**src/rtl/md_pkg.sv**
```systemverilog
// Shared definitions for the iterative RV32M multiply/divide unit:
// op and state encodings, iteration count and the fixed start-to-done latency.
package md_pkg;

    typedef enum logic [2:0] {
        OP_MUL    = 3'd0,
        OP_MULH   = 3'd1,
        OP_MULHSU = 3'd2,
        OP_MULHU  = 3'd3,
        OP_DIV    = 3'd4,
        OP_DIVU   = 3'd5,
        OP_REM    = 3'd6,
        OP_REMU   = 3'd7
    } md_op_e;

    typedef enum logic [1:0] {
        ST_IDLE   = 2'd0,
        ST_CALC   = 2'd1,
        ST_ADJUST = 2'd2,
        ST_DONE   = 2'd3
    } md_state_e;

    localparam int MD_ITERS   = 32;
    localparam int MD_LATENCY = 34;

    function automatic logic op_is_div(input md_op_e op);
        return op[2];
    endfunction

    function automatic logic op_is_rem(input md_op_e op);
        return op[2] & op[1];
    endfunction

    function automatic logic rs1_signed(input md_op_e op);
        return (op == OP_MULH) || (op == OP_MULHSU) || (op == OP_DIV) || (op == OP_REM);
    endfunction

    function automatic logic rs2_signed(input md_op_e op);
        return (op == OP_MULH) || (op == OP_DIV) || (op == OP_REM);
    endfunction

endpackage

```
**src/rtl/md_sign_fix.sv**
```systemverilog
// Conditional two's-complement negation: yields |x| when fed a negative
// signed operand, and restores the result sign after the unsigned core.
module md_sign_fix #(
    parameter int W = 32
) (
    input  logic [W-1:0] value,
    input  logic         negate,
    output logic [W-1:0] result
);

    assign result = negate ? (~value + {{(W-1){1'b0}}, 1'b1}) : value;

endmodule

```
**src/rtl/md_unit.sv**
```systemverilog
// Iterative RV32M multiply/divide unit: one shift-add or restoring
// shift-subtract step per cycle on unsigned magnitudes, sign fixed afterwards.
module md_unit
    import md_pkg::*;
#(
    parameter int DATA_WIDTH = 32,
    parameter int ADDR_WIDTH = 5
) (
    input  logic                  clk,
    input  logic                  rst_n,
    input  logic                  start,
    input  logic [2:0]            op,
    input  logic [DATA_WIDTH-1:0] rs1_val,
    input  logic [DATA_WIDTH-1:0] rs2_val,
    input  logic [ADDR_WIDTH-1:0] rd_addr,
    input  logic                  kill,
    output logic                  busy,
    output logic                  done,
    output logic [DATA_WIDTH-1:0] result,
    output logic [ADDR_WIDTH-1:0] wb_addr,
    output logic                  wb_en
);

    localparam int W = DATA_WIDTH;
    localparam logic [5:0] ITER_LAST = 6'(MD_ITERS - 1);

    md_state_e             state_reg;
    md_op_e                op_reg;
    logic [2*W-1:0]        acc_reg;
    logic [W-1:0]          opnd_reg;
    logic [5:0]            cnt_reg;
    logic                  neg_reg;
    logic                  divzero_reg;
    logic [ADDR_WIDTH-1:0] rd_reg;
    logic [ADDR_WIDTH-1:0] wb_addr_reg;
    logic [W-1:0]          result_reg;
    logic                  done_reg;
    logic                  wb_en_reg;

    md_op_e                op_in;
    logic [W-1:0]          opnd_raw [2];
    logic                  opnd_neg [2];
    logic [W-1:0]          opnd_mag [2];
    logic                  neg_next;

    always_comb begin
        op_in       = md_op_e'(op);
        opnd_raw[0] = rs1_val;
        opnd_raw[1] = rs2_val;
        opnd_neg[0] = rs1_signed(op_in) & rs1_val[W-1];
        opnd_neg[1] = rs2_signed(op_in) & rs2_val[W-1];
        // Remainder follows the dividend; products and quotients follow the sign product.
        neg_next    = op_is_rem(op_in) ? opnd_neg[0] : (opnd_neg[0] ^ opnd_neg[1]);
    end

    genvar gi;
    generate
        for (gi = 0; gi < 2; gi++) begin : g_abs
            md_sign_fix #(.W(W)) u_abs (
                .value  (opnd_raw[gi]),
                .negate (opnd_neg[gi]),
                .result (opnd_mag[gi])
            );
        end
    endgenerate

    // One iteration of the shared accumulator: low half holds the multiplier
    // or the dividend being shifted out, high half the partial product or remainder.
    logic [W:0]     mul_sum;
    logic [W:0]     div_diff;
    logic [2*W-1:0] acc_next;

    always_comb begin
        mul_sum  = {1'b0, acc_reg[2*W-1:W]} + (acc_reg[0] ? {1'b0, opnd_reg} : {(W+1){1'b0}});
        div_diff = acc_reg[2*W-1:W-1] - {1'b0, opnd_reg};
        if (op_is_div(op_reg)) begin
            acc_next = div_diff[W] ? {acc_reg[2*W-2:0], 1'b0}
                                   : {div_diff[W-1:0], acc_reg[W-2:0], 1'b1};
        end else begin
            acc_next = {mul_sum, acc_reg[W-1:1]};
        end
    end

    // Sign correction: full-width negate for products, zero-extended word for quotient/remainder.
    logic [2*W-1:0] adj_src;
    logic [2*W-1:0] adj_out;
    logic [W-1:0]   result_next;

    always_comb begin
        if (!op_is_div(op_reg)) begin
            adj_src = acc_reg;
        end else if (op_is_rem(op_reg)) begin
            adj_src = {{W{1'b0}}, acc_reg[2*W-1:W]};
        end else begin
            adj_src = {{W{1'b0}}, acc_reg[W-1:0]};
        end

        if ((op_reg == OP_MUL) || op_is_div(op_reg)) begin
            result_next = adj_out[W-1:0];
        end else begin
            result_next = adj_out[2*W-1:W];
        end

        // Remainder by zero already equals rs1 after the sign fix; only the quotient needs forcing.
        if (op_is_div(op_reg) && !op_is_rem(op_reg) && divzero_reg) begin
            result_next = {W{1'b1}};
        end
    end

    md_sign_fix #(.W(2*W)) u_adj (
        .value  (adj_src),
        .negate (neg_reg),
        .result (adj_out)
    );

    always_ff @(posedge clk or negedge rst_n) begin
        if (!rst_n) begin
            state_reg   <= ST_IDLE;
            op_reg      <= OP_MUL;
            acc_reg     <= '0;
            opnd_reg    <= '0;
            cnt_reg     <= '0;
            neg_reg     <= 1'b0;
            divzero_reg <= 1'b0;
            rd_reg      <= '0;
            wb_addr_reg <= '0;
            result_reg  <= '0;
            done_reg    <= 1'b0;
            wb_en_reg   <= 1'b0;
        end else begin
            done_reg  <= 1'b0;
            wb_en_reg <= 1'b0;
            if (kill && (state_reg != ST_IDLE)) begin
                state_reg <= ST_IDLE;
            end else begin
                case (state_reg)
                    ST_IDLE: begin
                        if (start && !kill) begin
                            op_reg      <= op_in;
                            acc_reg     <= {{W{1'b0}}, opnd_mag[0]};
                            opnd_reg    <= opnd_mag[1];
                            neg_reg     <= neg_next;
                            divzero_reg <= (rs2_val == '0);
                            rd_reg      <= rd_addr;
                            cnt_reg     <= '0;
                            state_reg   <= ST_CALC;
                        end
                    end
                    ST_CALC: begin
                        acc_reg <= acc_next;
                        cnt_reg <= cnt_reg + 6'd1;
                        if (cnt_reg == ITER_LAST) begin
                            state_reg <= ST_ADJUST;
                        end
                    end
                    ST_ADJUST: begin
                        result_reg  <= result_next;
                        wb_addr_reg <= rd_reg;
                        done_reg    <= 1'b1;
                        wb_en_reg   <= (rd_reg != '0);
                        state_reg   <= ST_DONE;
                    end
                    ST_DONE: begin
                        state_reg <= ST_IDLE;
                    end
                    default: begin
                        state_reg <= ST_IDLE;
                    end
                endcase
            end
        end
    end

    assign busy    = (state_reg != ST_IDLE);
    assign done    = done_reg;
    assign wb_en   = wb_en_reg;
    assign result  = result_reg;
    assign wb_addr = wb_addr_reg;

endmodule

```
**config.mk**
```make
export PLATFORM = sky130hd
export DESIGN_NAME = md_unit
export DESIGN_NICKNAME = d
export VERILOG_FILES = /design/src/rtl/md_pkg.sv /design/src/rtl/md_sign_fix.sv /design/src/rtl/md_unit.sv
export SDC_FILE = /design/constraint.sdc
export NUM_CORES = 1
export LEC_CHECK = 0
export BUFFER_PORTS_ARGS = -buffer_cell sky130_fd_sc_hd__buf_4
export CAP_MARGIN = 20
export CORE_ASPECT_RATIO = 0.7
export CORE_UTILIZATION = 35
export DETAILED_ROUTE_END_ITERATION = 6
export PLACE_DENSITY = 0.6
export SKIP_LAST_GASP = 1
export SYNTH_ARGS = -nofsm -noshare
export SYNTH_HDL_FRONTEND = slang
export SYNTH_HIERARCHICAL = 1
export SYNTH_SLANG_ARGS = --single-unit
```
**constraint.sdc**
```tcl
create_clock -name clk -period 3.5 [get_ports clk]
set_input_delay 0.35 -clock clk [delete_from_list [all_inputs] [get_ports clk]]
set_output_delay 0.35 -clock clk [all_outputs]
set_load 0.01 [all_outputs]
```
==> results.ini, run 1 <==
[run_status]
status=completed

[cells_and_area]
layout_commonest_cell=nand2_1
diodes=0
syn_to_final_growth_pct=18.08
final_nets=2055
final_cell_mix=237 x nand2_1, 205 x buf_4, 155 x o21ai_0
drive_gt1_share_pct=21.00
final_cell_area_sq_mm=0.01728
fill_cells=4136
largest_reg_flops=64

[critical_path]
critical_path_class=register to register
worstSetupEndpointType=register
arrival_ps=3710
critPathRequiredTime_ps=3820
start_kind=register
crit_path_max_fanout=27

[power]
leakage_nw=7.307
fin_total_pwr_mw=17.40
powerDensity_mw_per_mm2=1007
vdd_drop_max_mv=0.4674

[global_route]
grt_pass1_vias=13205
overflow=0
grt_max_degree=71
antenna_found_initial=0
grt_pass1_wl_mm=75.61
grt_use_total_pct=22.64

[synthesis]
synth_edf_count=0
async_flop_share_pct=100.0
syn-cell-area_sq_mm=0.01464
yosys-top-cells-area=dfrtp_1 26%, xnor2_1 9.0%, nand2_1 6.1%
synth_top_area_cell=dfrtp_1
synth.avg_cell_area_sq_um=8.334
synth_cell_type_count=94
synth_top_area_share_pct=26.16
yosys_warnings=6
syn_inst=1756
syn-num-nets=1905
synth_flop_cell=dfrtp_1
ys_seq_elements=153
ys_seq_area_share_pct=26.16

[sta]
clock.fmax_ghz=0.2955
slew_headroom_pct=34.20
period_share_pct=96.69
finalHoldViolations=0
layout_setup_ws_ps=115.7
rsz0062_at_grt=yes
slew_viol_final=0
tightest_slew_ps=986.9
period_needed_ps=3384
skew_ps=15.80
whs_ps=133.4
final-setup-viol-count=0

[placed_design]
pre_cts_ws_ps=115.1
gp_congestion=0.9008
io_buffer_count=115
dp.final_hpwl_mm=37.25
dpl_cell_area_sq_mm=0.01666

[clock_network]
clkSlewWorstSetupHoldPaths_ps=70
cts_buffers=17
cts_tree=done
ctsRootBufferMaster=clkbuf_16
clkLatencyLatePin_ps=460
htreeDepth=4
cts_buffer_depth=2
clock_sinks=153

[hold_path]
hold_class=input port to register

[routing]
vias=13760
drt_wl_total_mm=48.27
drc=0
antenna_left=0
viasPerCell=5.587
drt_iter0_drc=1232
first_pass_iters=5
post_drt_wl_per_cell_microns=19.60

[die]
ios=116
die_w_microns=246.4
num_rows=62
die-area_sq_mm=0.04265
die_height_microns=173.1
core_area_sq_mm=0.04111
initial_core_util_pct=35.60

[job]
cap_viol_max_count=0

[area by class of cell]
type                    instances  area (sq um)  area share [%]
well taps                     544         680.7           3.939
clock inverters                14         141.4          0.8181
clock buffers                  18         429.2           2.483
multi-input cells            1454         10250           59.31
repair buffers                214          1700           9.839
flip-flops and latches        153          3832           22.18
inverters                      66         247.7           1.434
[report_power, final]
group | switching (mW) | internal, mW | total (mW)
Clock | 0.881 | 0.997 | 1.88
Sequential | 1.14 | 2.59 | 3.72
Combinational | 6.57 | 5.23 | 11.8
Total | 8.59 | 8.81 | 17.4
[cells in the mapped netlist (37+ instances only)]
cell type  count
nand2_1      237
o21ai_0      156
dfrtp_1      153
xnor2_1      150
nor2_1        88
ha_1          71
mux2_2        70
a21oi_1       68
inv_1         66
clkbuf_1      63
mux2i_1       50
a31oi_1       46
nor2b_1       42
o31ai_1       41
and2_1        37
[metal layers]
layer | wire (microns) | global-route usage (%)
met1 | 24240 | 34.45
met2 | 20040 | 32.21
met3 | 2989 | 4.206
met4 | 989 | 5.890
met5 | 0 | 0
[cells by family (layout without fill, tap and decap cells)]
kind of cell / after synthesis / after routing / share of synthesized area (%)
muxes: 120 / 120 / 8.806
adders and majority gates: 73 / 73 / 6.344
xor gates and xnor gates: 178 / 178 / 10.65
and+or+nand+nor: 610 / 610 / 22.25
buffers and inverters: 149 / 312 / 4.095
DFF: 153 / 153 / 26.16
AOI/OAI and AO/OA: 473 / 473 / 21.70
[worst max-delay path, stage by stage (launching register included)]
cell	delay [ps]
dfrtp_2	440
buf_12	160
and2_1	150
ha_1	320
o211ai_1	100
o21ai_1	190
o21ai_0	110
buf_4	150
o21ai_1	270
a31oi_1	160
buf_4	170
o21ai_1	390
a211oi_2	140
buf_4	160
xor2_1	250
a22oi_1	110
[worst paths after layout]
kind                            start     endpoint  slack, ps  depth (start not counted)
max in group asynchronous       rst_n   acc_reg[0]       2160                          3
min reg2reg                wb_addr[0]   wb_addr[0]        480                          2
max reg2reg                acc_reg[0]  acc_reg[62]        120                         15
min                        rd_addr[1]    rd_reg[1]        130                          2
min in group asynchronous       rst_n   result[25]        500                          2
max                        acc_reg[0]  acc_reg[62]        120                         15
[through the flow]
step	util, %	setup TNS, ps	instances
2_1_floorplan	-	0	1756
3_3_place_gp	40.51	0	2429
3_5_place_dp	40.51	0	2429
4_1_cts	41.93	0	2462
5_1_grt	42.03	-86.10	2463
6_report	42.03	0	2463
[what timing repair did]
item	CTS	global route
resized for setup	0	7
endpoints found under the hold margin	67	0
endpoints found under the setup margin	0	17
hold buffers	1	0
setup buffers	0	1
(Power assumes the default switching activity.)
==> inputs of run 2 (changes only) <==
CORE_ASPECT_RATIO = 1.75   (was 0.7)
RECOVER_POWER = 100   (was default)
==> run 2 against run 1 <==
Effect of this change: the flow now finishes with violations (capacitance limit, slew limit); die area about the same; worst hold slack worse by 6.1 ps; combinational power about the same; routed wire length increased by 0.85%; critical path type unchanged; critical endpoint is now acc_reg[54]; largest cell class unchanged.
==> results.ini, run 2 (same netlist as run 1, synthesis figures left out) <==
[clock_network]
clkLatencyLatePin_ps=460
cts_buffers=17
clkSlewWorstSetupHoldPaths_ps=70
htreeDepth=4
ctsRootBufferMaster=clkbuf_16
cts_buffer_depth=2
clock_sinks=153
cts_tree=done

[critical_path]
critical_path_class=register to register
r2r_start=acc_reg[0]
crit_path_cell_trace=and2_1 > ha_1 > o211ai_1 > o21ai_0 > o21ai_0 > buf_4 > o21ai_1 > buf_4 > nand4_1 > a31oi_1 > xor2_1 > o21ai_0 > o21ai_0
critPathRequiredTime_ps=3880
critical_path.max_stage_delay_ps=500
reg2reg_depth=13
timing.rr.end=acc_reg[54]
crit_family=compound AO/OA/AOI/OAI gates
cpMostUsedCell=o21ai_0
cp.depth=13
r2r_slack_ps=110
slowest_stage=dfrtp_1
crit_path_max_fanout=9
start_kind=register
worstPathBufferInverterCount=2
arrival_ps=3780
worstSetupEndpointType=register

[sta]
rsz0062_at_grt=yes
clock.fmax_ghz=0.2946
slew_headroom_pct=-37.25
layout_setup_ws_ps=105.5
period_share_pct=96.99
period_needed_ps=3394
final-setup-viol-count=0
skew_ps=8.982
tightest_slew_ps=2059
finalHoldViolations=0
slew_viol_final=78

[die]
num_rows=98
core_area_sq_mm=0.04108
die_height_microns=272.5
die-area_sq_mm=0.04267
die_w_microns=156.6
ios=116
initial_core_util_pct=35.63

[global_route]
grt_use_total_pct=23.19
use_met2_pct=44.77
grt_pass1_wl_mm=75.87
grt.busiest_layer=met2
antenna_found_initial=2
grt.met3_usage_pct=2.553
grt_pass1_vias=13996
overflow=0
gr-usage-met1_pct=23.30
grt_max_degree=86

[routing]
viasPerCell=5.566
drc=0
post_drt_wl_per_cell_microns=19.58
first_pass_iters=6
antenna_left=0
vias=13837
drt_iter0_drc=703
drt_wl_total_mm=48.68

[placed_design]
gp_congestion=0.9573
place_inst=2448
pre_cts_ws_ps=81.84
io_buffer_count=115
dp.final_hpwl_mm=38.74

[cells_and_area]
syn_to_final_growth_pct=17.52
seqCellArea_sq_mm=0.003831
final_cell_mix=237 x nand2_1, 176 x buf_4, 157 x o21ai_0
multi_input_comb_area_sq_mm=0.01024
diodes=0
final_cells=2486
fill_cells=4196
drive_gt1_share_pct=19.27
final_nets=2072
layout_commonest_cell=nand2_1
largest_reg_flops=64

[hold_path]
hold_class=input port to register
hold_depth=2
hold_start=rd_addr[0]
hold_end=rd_reg[0]

[run_status]
status=finished with violations
violations=capacitance limit, slew limit

[power]
fin_total_pwr_mw=17.11
powerDensity_mw_per_mm2=994.6
vdd_drop_max_mv=0.4572
leakage_nw=7.229

[job]
cap_viol_max_count=1

-- run 2: per-layer routing --
metal | routed length [microns] | share of wire (%)
met5 | 0 | 0
met4 | 3000 | 6.2
met3 | 1584 | 3.3
met2 | 26560 | 55
met1 | 17530 | 36
-- run 2: how the worst max path moves through the flow --
stage                from           to  slack (ps)
3_3_place_gp   acc_reg[0]  acc_reg[61]         110
4_1_cts        acc_reg[0]  acc_reg[61]          60
5_1_grt        acc_reg[0]  acc_reg[61]         -20
6_report       acc_reg[0]  acc_reg[54]         110
3_5_place_dp   acc_reg[0]  acc_reg[61]          80
2_1_floorplan   op_reg[2]   result[28]          40
-- run 2: area by class of cell --
class | instances | share of cell area, %
multi-input combinational | 1454 | 59.54
sequential | 153 | 22.28
timing repair buffer | 231 | 9.385
tap | 550 | 4.001
clock buffer | 17 | 2.473
inverter | 66 | 1.440
clock inverter | 15 | 0.8875
-- run 2: where the power goes --
| group | switching, mW | internal, mW |
|---|---|---|
| clock | 0.883 | 1.00 |
| sequential | 1.02 | 2.59 |
| combinational | 6.52 | 5.09 |
| total | 8.42 | 8.69 |
-- run 2: what timing repair did --
item / in CTS / in global routing
buffers inserted: 0 / 5
resized for setup: 0 / 7
hold buffers: 1 / 0
endpoints found under the setup margin: 0 / 37
endpoints found under the hold margin: 75 / 0
-- run 2: stage by stage --
| stage | setup TNS (ps) | util [%] | cell area, sq um | hold WS (ps) |
|---|---|---|---|---|
| after global placement | 0 | 40.78 | 16750 | 447.6 |
| after CTS | 0 | 42.21 | 17340 | 107.0 |
| after detailed placement | 0 | 40.78 | 16750 | 450.1 |
| final | 0 | 41.87 | 17200 | 127.3 |
| after floorplan | 0 | - | 14640 | 54.41 |
| after global routing | -41.20 | 41.87 | 17200 | 117.1 |
